File: src/rtl/ctrl_pipe.sv
// Pipelined control unit: ID decode, ID/EX, EX/MEM and MEM/WB control registers, load-use stall and flush bubbles.
// Optional jump/upper-immediate decode is enabled by defining CTRL_JUMP_EN.
module ctrl_pipe #(
    parameter int REG_ADDR_W      = 5,
    parameter int LOAD_USE_STALLS = 1
) (
    input  logic                  clk,
    input  logic                  reset,
    input  logic                  id_valid,
    input  logic [6:0]            opcode_id,
    input  logic [REG_ADDR_W-1:0] rs1_id,
    input  logic [REG_ADDR_W-1:0] rs2_id,
    input  logic [REG_ADDR_W-1:0] rd_id,
    input  logic                  flush_i,
    output logic                  stall_o,
    output logic                  illegal_o,
    output logic                  ex_alusrc,
    output logic                  ex_branch,
    output logic                  ex_memread,
    output logic                  ex_memwrite,
    output logic                  ex_memtoreg,
    output logic                  ex_regwrite,
    output logic [1:0]            ex_aluop,
    output logic [REG_ADDR_W-1:0] ex_rd,
    output logic                  ex_jal,
    output logic                  ex_jalr,
    output logic                  ex_lui,
    output logic                  ex_auipc,
    output logic                  mem_memread,
    output logic                  mem_memwrite,
    output logic                  mem_memtoreg,
    output logic                  mem_regwrite,
    output logic [REG_ADDR_W-1:0] mem_rd,
    output logic                  wb_memtoreg,
    output logic                  wb_regwrite,
    output logic                  wb_link,
    output logic [REG_ADDR_W-1:0] wb_rd
);

    logic                  d_legal, d_alusrc, d_branch, d_memread, d_memwrite, d_memtoreg, d_regwrite;
    logic [1:0]            d_aluop;
    logic                  rs1_used, rs2_used, hz, bubble;
    logic [1:0]            scnt_reg;

    logic                  ex_alusrc_reg, ex_branch_reg, ex_memread_reg, ex_memwrite_reg;
    logic                  ex_memtoreg_reg, ex_regwrite_reg;
    logic [1:0]            ex_aluop_reg;
    logic [REG_ADDR_W-1:0] ex_rd_reg, mem_rd_reg, wb_rd_reg;
    logic                  mem_memread_reg, mem_memwrite_reg, mem_memtoreg_reg, mem_regwrite_reg;
    logic                  wb_memtoreg_reg, wb_regwrite_reg;
`ifdef CTRL_JUMP_EN
    logic                  d_jal, d_jalr, d_lui, d_auipc, d_link;
    logic                  ex_jal_reg, ex_jalr_reg, ex_lui_reg, ex_auipc_reg, ex_link_reg;
    logic                  mem_link_reg, wb_link_reg;
`endif

    // Decoded bundle is all-zero unless a real, decodable instruction is present.
    always_comb begin
        d_legal    = 1'b0;
        d_alusrc   = 1'b0;
        d_branch   = 1'b0;
        d_memread  = 1'b0;
        d_memwrite = 1'b0;
        d_memtoreg = 1'b0;
        d_regwrite = 1'b0;
        d_aluop    = 2'b00;
        rs1_used   = 1'b0;
        rs2_used   = 1'b0;
`ifdef CTRL_JUMP_EN
        d_jal      = 1'b0;
        d_jalr     = 1'b0;
        d_lui      = 1'b0;
        d_auipc    = 1'b0;
        d_link     = 1'b0;
`endif
        if (id_valid) begin
            case (opcode_id)
                7'b0110011: begin d_legal = 1'b1; d_regwrite = 1'b1; d_aluop = 2'b10;
                                  rs1_used = 1'b1; rs2_used = 1'b1; end
                7'b0010011: begin d_legal = 1'b1; d_alusrc = 1'b1; d_regwrite = 1'b1;
                                  d_aluop = 2'b11; rs1_used = 1'b1; end
                7'b0000011: begin d_legal = 1'b1; d_alusrc = 1'b1; d_memread = 1'b1;
                                  d_memtoreg = 1'b1; d_regwrite = 1'b1; rs1_used = 1'b1; end
                7'b0100011: begin d_legal = 1'b1; d_alusrc = 1'b1; d_memwrite = 1'b1;
                                  rs1_used = 1'b1; rs2_used = 1'b1; end
                7'b1100011: begin d_legal = 1'b1; d_branch = 1'b1; d_aluop = 2'b01;
                                  rs1_used = 1'b1; rs2_used = 1'b1; end
`ifdef CTRL_JUMP_EN
                7'b1101111: begin d_legal = 1'b1; d_jal = 1'b1; d_regwrite = 1'b1; d_link = 1'b1; end
                7'b1100111: begin d_legal = 1'b1; d_jalr = 1'b1; d_alusrc = 1'b1; d_regwrite = 1'b1;
                                  d_link = 1'b1; rs1_used = 1'b1; end
                7'b0110111: begin d_legal = 1'b1; d_lui = 1'b1; d_alusrc = 1'b1; d_regwrite = 1'b1; end
                7'b0010111: begin d_legal = 1'b1; d_auipc = 1'b1; d_alusrc = 1'b1; d_regwrite = 1'b1; end
`endif
                default: ;
            endcase
        end
    end

    assign illegal_o = id_valid & ~d_legal;
    assign hz = id_valid & ex_memread_reg & (ex_rd_reg != '0) &
                ((rs1_used & (ex_rd_reg == rs1_id)) | (rs2_used & (ex_rd_reg == rs2_id)));
    assign stall_o = ~flush_i & ((scnt_reg != 2'd0) | hz);
    assign bubble  = flush_i | (scnt_reg != 2'd0) | hz;

    always_ff @(posedge clk) begin
        if (reset) begin
            scnt_reg         <= 2'd0;
            ex_alusrc_reg    <= 1'b0;
            ex_branch_reg    <= 1'b0;
            ex_memread_reg   <= 1'b0;
            ex_memwrite_reg  <= 1'b0;
            ex_memtoreg_reg  <= 1'b0;
            ex_regwrite_reg  <= 1'b0;
            ex_aluop_reg     <= 2'b00;
            ex_rd_reg        <= '0;
            mem_memread_reg  <= 1'b0;
            mem_memwrite_reg <= 1'b0;
            mem_memtoreg_reg <= 1'b0;
            mem_regwrite_reg <= 1'b0;
            mem_rd_reg       <= '0;
            wb_memtoreg_reg  <= 1'b0;
            wb_regwrite_reg  <= 1'b0;
            wb_rd_reg        <= '0;
`ifdef CTRL_JUMP_EN
            ex_jal_reg       <= 1'b0;
            ex_jalr_reg      <= 1'b0;
            ex_lui_reg       <= 1'b0;
            ex_auipc_reg     <= 1'b0;
            ex_link_reg      <= 1'b0;
            mem_link_reg     <= 1'b0;
            wb_link_reg      <= 1'b0;
`endif
        end else begin
            if (flush_i)
                scnt_reg <= 2'd0;
            else if (scnt_reg != 2'd0)
                scnt_reg <= scnt_reg - 2'd1;
            else if (hz)
                scnt_reg <= 2'(LOAD_USE_STALLS - 1);

            ex_alusrc_reg    <= ~bubble & d_alusrc;
            ex_branch_reg    <= ~bubble & d_branch;
            ex_memread_reg   <= ~bubble & d_memread;
            ex_memwrite_reg  <= ~bubble & d_memwrite;
            ex_memtoreg_reg  <= ~bubble & d_memtoreg;
            ex_regwrite_reg  <= ~bubble & d_regwrite;
            ex_aluop_reg     <= bubble ? 2'b00 : d_aluop;
            ex_rd_reg        <= (bubble | ~d_legal) ? '0 : rd_id;
            // MEM and WB always advance; stalls only bubble EX.
            mem_memread_reg  <= ex_memread_reg;
            mem_memwrite_reg <= ex_memwrite_reg;
            mem_memtoreg_reg <= ex_memtoreg_reg;
            mem_regwrite_reg <= ex_regwrite_reg;
            mem_rd_reg       <= ex_rd_reg;
            wb_memtoreg_reg  <= mem_memtoreg_reg;
            wb_regwrite_reg  <= mem_regwrite_reg;
            wb_rd_reg        <= mem_rd_reg;
`ifdef CTRL_JUMP_EN
            ex_jal_reg       <= ~bubble & d_jal;
            ex_jalr_reg      <= ~bubble & d_jalr;
            ex_lui_reg       <= ~bubble & d_lui;
            ex_auipc_reg     <= ~bubble & d_auipc;
            ex_link_reg      <= ~bubble & d_link;
            mem_link_reg     <= ex_link_reg;
            wb_link_reg      <= mem_link_reg;
`endif
        end
    end

    assign ex_alusrc    = ex_alusrc_reg;
    assign ex_branch    = ex_branch_reg;
    assign ex_memread   = ex_memread_reg;
    assign ex_memwrite  = ex_memwrite_reg;
    assign ex_memtoreg  = ex_memtoreg_reg;
    assign ex_regwrite  = ex_regwrite_reg;
    assign ex_aluop     = ex_aluop_reg;
    assign ex_rd        = ex_rd_reg;
    assign mem_memread  = mem_memread_reg;
    assign mem_memwrite = mem_memwrite_reg;
    assign mem_memtoreg = mem_memtoreg_reg;
    assign mem_regwrite = mem_regwrite_reg;
    assign mem_rd       = mem_rd_reg;
    assign wb_memtoreg  = wb_memtoreg_reg;
    assign wb_regwrite  = wb_regwrite_reg;
    assign wb_rd        = wb_rd_reg;
`ifdef CTRL_JUMP_EN
    assign ex_jal   = ex_jal_reg;
    assign ex_jalr  = ex_jalr_reg;
    assign ex_lui   = ex_lui_reg;
    assign ex_auipc = ex_auipc_reg;
    assign wb_link  = wb_link_reg;
`else
    assign ex_jal   = 1'b0;
    assign ex_jalr  = 1'b0;
    assign ex_lui   = 1'b0;
    assign ex_auipc = 1'b0;
    assign wb_link  = 1'b0;
`endif

endmodule

File: config.mk
export PLATFORM = sky130hd
export DESIGN_NAME = ctrl_pipe
export DESIGN_NICKNAME = d
export VERILOG_FILES = /design/src/rtl/ctrl_pipe.sv
export SDC_FILE = /design/constraint.sdc
export NUM_CORES = 1
export LEC_CHECK = 0
export ABC_AREA = 1
export CORE_MARGIN = 2
export CORE_UTILIZATION = 30
export CTS_CLUSTER_SIZE = 8
export DETAILED_ROUTE_END_ITERATION = 12
export PLACE_DENSITY = 0.66
export SLEW_MARGIN = 20
export SYNTH_ARGS = -nofsm -noshare
export SYNTH_HDL_FRONTEND = slang
export SYNTH_SLANG_ARGS = --single-unit
File: constraint.sdc
create_clock -name clk -period 3.7 [get_ports clk]
set_input_delay 0.74 -clock clk [delete_from_list [all_inputs] [get_ports clk]]
set_output_delay 0.74 -clock clk [all_outputs]
set_load 0.005 [all_outputs]
# Yosys cells after proc, flatten, opt, wreduce, memory -nomap -nowiden
# Cells that the tools add are included.
# totals
inputBits,26
regBits,29
out_inout_bits,36
# op_classes
bitwise_logic,21
reduce_logical,10
n_addsub,1
eq_ne,7
n_mux,17
# op_table
cell,count
$eq A7 B6 Y1 const B,2
$mux W1,14
$and A1 B1 Y1,12
$reduce_or A3 Y1,4
$eq A5 B5 Y1,2
$eq A7 B2 Y1 const B,1
$eq A7 B5 Y1 const B,1
$eq A7 B7 Y1 const B,1
$pmux W2 S3,1
$or A1 B1 Y1,5
$reduce_bool A5 Y1,1
$reduce_or A5 Y1,1
$mux W2,2
$not A1 Y1,4
$reduce_bool A2 Y1,2
$reduce_or A2 Y1,2
$sub A2 B1 Y2 const B,1

# Logic depth before layout (Yosys ltp)
# Gate-level depths: netlist (run 1).
# depth
ltp_word,10
mapped_depth,9
ltp_nobuf,9

# Least setup slack after synthesis (run 1)
# No wires, ideal clock.
# synth_path
path_type,input to output
startpoint,in opcode_id[3]
endpoint,out stall_o
required_ns,2.960
slack_ns,1.443
n_path_buf,0
cell_stages,7
arrival_time_ns,1.517
cell_sequence,nor2_1 > nand2_1 > a21oi_2 > nand4_1 > nand2_1 > nand2_2 > a21oi_1
# synth_via
elab_chain_cells,9
elab_cells_between_ends,17
classes_between,eq/ne (5); mux (4); bitwise (6); reduce/logical (2)
# synth_lines
item,line_no,rtl
"start, declared",10,"input logic [6:0] opcode_id,"
"$eq A7 B7 Y1, or another cell as far along",77,case (opcode_id)
$reduce_or A5 Y1 (no source line) / $reduce_or A3 Y1 (equally long branches),--,
$mux W1,77,
$mux W1,76,if (id_valid) begin
$and A1 B1 Y1,102,((rs1_used & (ex_rd_reg == rs1_id)) | (rs2_used & (ex_rd_reg == rs2_id)));
$or A1 B1 Y1 (*),102,
$and A1 B1 Y1 (*),101,assign hz = id_valid & ex_memread_reg & (ex_rd_reg != '0) &
$or A1 B1 Y1 (*),103,assign stall_o = ~flush_i & ((scnt_reg != 2'd0) | hz);
$and A1 B1 Y1 (*),103,
"end, declared",15,"output logic stall_o,"
# Every way passes the cells marked *; elsewhere a longest branch is shown, timed or not.

# Final worst setup path (run 1)
# layout_path
startpoint,in opcode_id[4]
endpoint,out stall_o
# Same word-level chain as after synthesis.

==> results of run 1 <==
==> where the power goes <==
part	internal, mW	total, mW	leakage [nW]	switching, mW
registers	0.313	0.313	0.233	0.000247
clock network	0.147	0.254	0.0443	0.107
logic	0.0326	0.0552	0.581	0.0227
total	0.492	0.622	0.859	0.130
==> cell type report <==
class | count | area, um^2 | area share, %
flip-flops and latches | 29 | 581 | 30.8
repair buffers | 57 | 568 | 30.2
multi-input cells | 99 | 439 | 23.3
inverters | 39 | 146 | 7.77
clock buffers | 7 | 86.3 | 4.58
well taps | 50 | 62.6 | 3.32
==> cells in the final DEF (no fill, tap or decap), types with 2 or more instances in the layout <==
cell type and count:
clkdlybuf4s50_1 56, inv_1 39, nor2_1 38, nand2_1 36, dfxtp_1 29, clkbuf_8 6, conb_1 5, nand3_1 4
nand4_1 3, nand2_2 2, a21oi_1 2, nor4_1 2
==> per-stage QoR <==
stage | cells | hold WS, ps | total power, mW | instance area (um^2) | setup WS [ps]
6_report | 281 | 417 | 0.622 | 1880 | 306
2_1_floorplan | 175 | 420 | 0.343 | 1220 | 1440
4_1_cts | 281 | 420 | 0.632 | 1880 | 290
3_5_place_dp | 274 | 413 | 0.375 | 1800 | 309
5_1_grt | 281 | 434 | 0.648 | 1880 | 125
3_3_place_gp | 274 | 407 | 0.375 | 1800 | 329
==> worst max-delay path, stage by stage <==
cell,delay [ps]
clkdlybuf4s50_1,480
inv_1,110
nand2_2,80
a21oi_2,230
nand4_1,130
nand2_1,110
nand2_2,100
a21oi_1,150
clkdlybuf4s50_1,510
==> synth_stat cells, types with 2 or more instances <==
cell and number:
nand2_1 36, dfxtp_1 29, inv_1 39, nand2_2 2, nand4_1 3, buf_4 7, nand3_1 4, a21oi_1 2
nor2_1 38, nor4_1 2
==> cell families (layout without fill, tap and decap cells) <==
family          after synthesis  after routing  share of synthesized area [%]
simple gates                 90             90                           32.6
buf+inv                      47            103                           16.8
flops                        29             29                           48.1
compound gates                4              4                           2.18
other cells                   1              5                          0.311
==> worst paths after layout <==
check	end	start	cells past startpoint
setup reg to reg	ex_rd[2]	ex_rd[1]	9
hold reg to reg	wb_regwrite	mem_regwrite	2
hold / removal	wb_regwrite	mem_regwrite	2
setup / recovery	stall_o	opcode_id[4]	9
==> layer usage <==
layer	vias to the layer above	global-route usage, %	part of all wire [%]
li1	603	-	-
met1	477	13.5	43
met2	46	20.9	48
met3	4	5.00	7.4
met4	0	6.12	1.2
met5	-	0	0
==> results.yml, run 1 <==
status:
  outcome: "completed"
clock_tree:
  cts-htree-levels: 2
  clk_latency_ps: 280
  hold_buffers: 0
  cts_buffers: 5
  clk_pin_slew_ps: 50
  clock_sinks: 29
  clockBufferDepth: 2
  ctsResizeCount: 0
  post-cts-setup-buffer-count: 0
  cts-root-buf: "clkbuf_8"
  cts_tree: "done"
critical_path:
  critical_path_class: "primary input to output port"
  crit_fanout: 6
  cp-end-kind: "output port"
  crit_arrival_ps: 2650
  rrSetupSlack_ps: 2380
  crit_path_start_kind: "primary input"
  required_ps: 2960
layout:
  layout.nets: 257
  fin_util_pct: 47.8
  antenna-diode-count: 0
  drive_above_1_share_pct: 5.63
  nFillCells: 417
  areaGrowthSynthToFinish_pct: 56.0
global_routing:
  grt_max_degree: 17
  track_usage_pct: 12.4
  antenna_found_initial: 0
  grt_pass1_vias: 986
  grt_first_pass_wirelength_um: 4070
  grt_overflow: 0
synth:
  synth.area.top_cells: "dfxtp_1, inv_1, nor2_1"
  yosysTopAreaCellShare_pct: 48.1
  async_flop_share_pct: 0
  synth_area_um2: 1210
  synthFlopType: "dfxtp_1"
  synth_edf_count: 0
  yosysTopAreaCell: "dfxtp_1"
  synth_area_per_cell_um2: 7.06
  ys_types: 19
  yosys_warnings: 0
  ys_seq_elements: 29
  synth-seq-area-share_pct: 48.1
  syn_inst: 171
placed_design:
  finalWeightedCongestion: 0.763
  port_buffers: 56
  place_hpwl_um: 2080
routing:
  dr.pass1.iters: 4
  wl_per_cell_um: 8.96
  ant_nets: 0
  via_per_inst: 4.02
  drt_iter0_drc: 26
  remaining_drc_errors: 0
  vias: 1130
  drt_wl_total_um: 2520
floorplanning:
  start_util_pct: 30.6
  io_pins: 62
  die-width_um: 67.4
  die_h_um: 67.4
  rows: 23
  core_um2: 3940
  die_area_um2: 4550
flow_run:
  cap_viol_max_count: 0
sta:
  fmax_mhz: 295
  fin_crit_ps: 3390
  timing.final.crit_share_pct: 91.7
  finalClockSkew_ps: 6.77
  rsz0062_at_grt: "no"
  finalHoldViolCount: 0
  drv_slew: 0
  setup_viol: 0
  tns_ps: 0
worst_hold_path:
  hold_path.class: "flip-flop to flip-flop"
power:
  powerDensity_nw_per_um2: 330
  peakVddDrop_mv: 0.166
  p_leak_nw: 0.859
(Power assumes the default switching activity.)
==> run 2: changes to the inputs <==
--- a/config.mk
+++ b/config.mk
@@ -10,6 +10,7 @@
 export CORE_UTILIZATION = 30
 export CTS_CLUSTER_SIZE = 8
 export DETAILED_ROUTE_END_ITERATION = 12
+export GPL_TIMING_DRIVEN = 0
 export PLACE_DENSITY = 0.66
 export SLEW_MARGIN = 20
 export SYNTH_ARGS = -nofsm -noshare
==> run 2 against run 1 <==
Critical path depth is the same; wire length shrank 1.2%; combinational power grew 6.2%; sequential power is essentially flat; global-route usage grew 0.26 points; hold slack gained 1.7 ps; via count grew 1.3%; critical endpoint unchanged; highest routed layer unchanged.
==> results.yml, run 2 (synthesis results as in run 1) <==
critical_path:
  rr_worst_depth: 9
  crit_fanout: 6
  crit_path_start_kind: "primary input"
  required_ps: 2960
  critical_path_class: "primary input to output port"
  path_buf_inv: 3
  cp.depth: 9
  path_delay_family: "buffers and inverters"
  crit_chain: "clkdlybuf4s50_1 -> inv_1 -> nand2_2 -> a21oi_2 -> nand4_1 -> nand2_1 -> nand2_2 -> a21oi_1 -> clkdlybuf4s50_1"
  cpMaxStageDelayCell: "clkdlybuf4s50_1"
  critPathMaxStageDelay_ps: 510
  cp-end-kind: "output port"
  crit_arrival_ps: 2630
sta:
  finalHoldViolCount: 0
  tns_ps: 0
  setup_slack_ps: 334
  fmax_mhz: 297
  rsz0062_at_grt: "no"
  fin_crit_ps: 3370
  setup_viol: 0
  drv_slew: 0
  timing.final.crit_share_pct: 91.0
  finalClockSkew_ps: 7.94
layout:
  multi_input_area_um2: 439
  nFillCells: 408
  finalInstanceArea_um2: 1930
  drive_above_1_share_pct: 8.37
  areaGrowthSynthToFinish_pct: 59.7
  layout.nets: 264
  final_common_cell: "clkdlybuf4s50_1"
  mostFrequentLayoutCells: "clkdlybuf4s50_1, inv_1, nor2_1, nand2_1, dfxtp_1"
  register_area_um2: 581
  antenna-diode-count: 0
  instances_no_fill: 289
clock_tree:
  hold_buffers: 0
  cts-htree-levels: 2
  clk_latency_ps: 280
  post-cts-setup-buffer-count: 0
  clk_pin_slew_ps: 60
  cts_buffers: 5
  clock_sinks: 29
  ctsResizeCount: 0
  clockBufferDepth: 2
  cts_tree: "done"
  cts-root-buf: "clkbuf_8"
floorplanning:
  start_util_pct: 30.6
  core_um2: 3940
  die_area_um2: 4550
  rows: 23
  die-width_um: 67.4
  die_h_um: 67.4
  io_pins: 62
routing:
  vias: 1145
  via_per_inst: 3.96
  wl_per_cell_um: 8.61
  drt_iter0_drc: 36
  dr.pass1.iters: 4
  drt_wl_total_um: 2490
  remaining_drc_errors: 0
  ant_nets: 0
global_routing:
  grt_pass1_vias: 1032
  grt_max_degree: 11
  grt_first_pass_wirelength_um: 4210
  grt_overflow: 0
  track_usage_pct: 12.7
  antenna_found_initial: 0
power:
  powerDensity_nw_per_um2: 318
  peakVddDrop_mv: 0.171
  p_leak_nw: 0.894
  finalPower_mw: 0.613
placed_design:
  pre_cts_ws_ps: 314
  finalWeightedCongestion: 0.772
  port_buffers: 56
  placed_cells: 281
  placed_cell_area_um2: 1850
  place_hpwl_um: 2030
status:
  outcome: "completed"
worst_hold_path:
  hold_path.class: "flip-flop to flip-flop"
  holdPathStages: 2
flow_run:
  cap_viol_max_count: 0
==> run 2: cell count changes in the layout (fill, tap and decap cells not counted) <==
| cell | before | now |
|---|---|---|
| buf_4 | 1 | 7 |
| clkbuf_1 | 1 | 2 |
| clkbuf_8 | 6 | 5 |
| clkinv_2 | 0 | 2 |
==> run 2: layout make-up <==
cell class | count | area share (%)
Clock inverter | 2 | 0.519
Tap cell | 50 | 3.24
Clock buffer | 6 | 3.76
Multi-Input combinational cell | 99 | 22.8
Inverter | 39 | 7.59
Buffer | 8 | 2.92
Timing Repair Buffer | 56 | 29.1
Sequential cell | 29 | 30.1
==> run 2: tightest hold or removal path, stage by stage, from the launching register on <==
cell,delay [ps]
dfxtp_1,310
inv_1,50
nor2_1,30
==> run 2: through the flow <==
| stage | hold slack (ps) | util, % |
|---|---|---|
| 3_5_place_dp | 413 | 46.8 |
| 5_1_grt | 431 | 48.9 |
| 6_report | 419 | 48.9 |
| 2_1_floorplan | 420 | - |
| 3_3_place_gp | 405 | 46.8 |
| 4_1_cts | 421 | 48.9 |
==> run 2: report_power, final <==
group	internal (mW)	switching, mW
clock network	0.130	0.111
logic	0.0354	0.0232
registers	0.313	0.000240
==> run 2: path summary, 6_finish.rpt <==
kind / from / endpoint / slack, ps
setup / recovery: opcode_id[4] / stall_o / 330
hold / removal: mem_rd[0] / wb_rd[0] / 420
setup reg to reg: ex_rd[1] / ex_rd[3] / 2410
hold reg to reg: mem_rd[0] / wb_rd[0] / 420
==> run 2: metal layers <==
metal  wire length, um  global-route usage, %  vias to the layer above
met3               201                   4.17                        5
met5                 0                      0                        -
li1                  -                      -                      622
met1              1050                   13.5                      474
met4                52                   8.42                        0
met2              1190                   21.4                       44
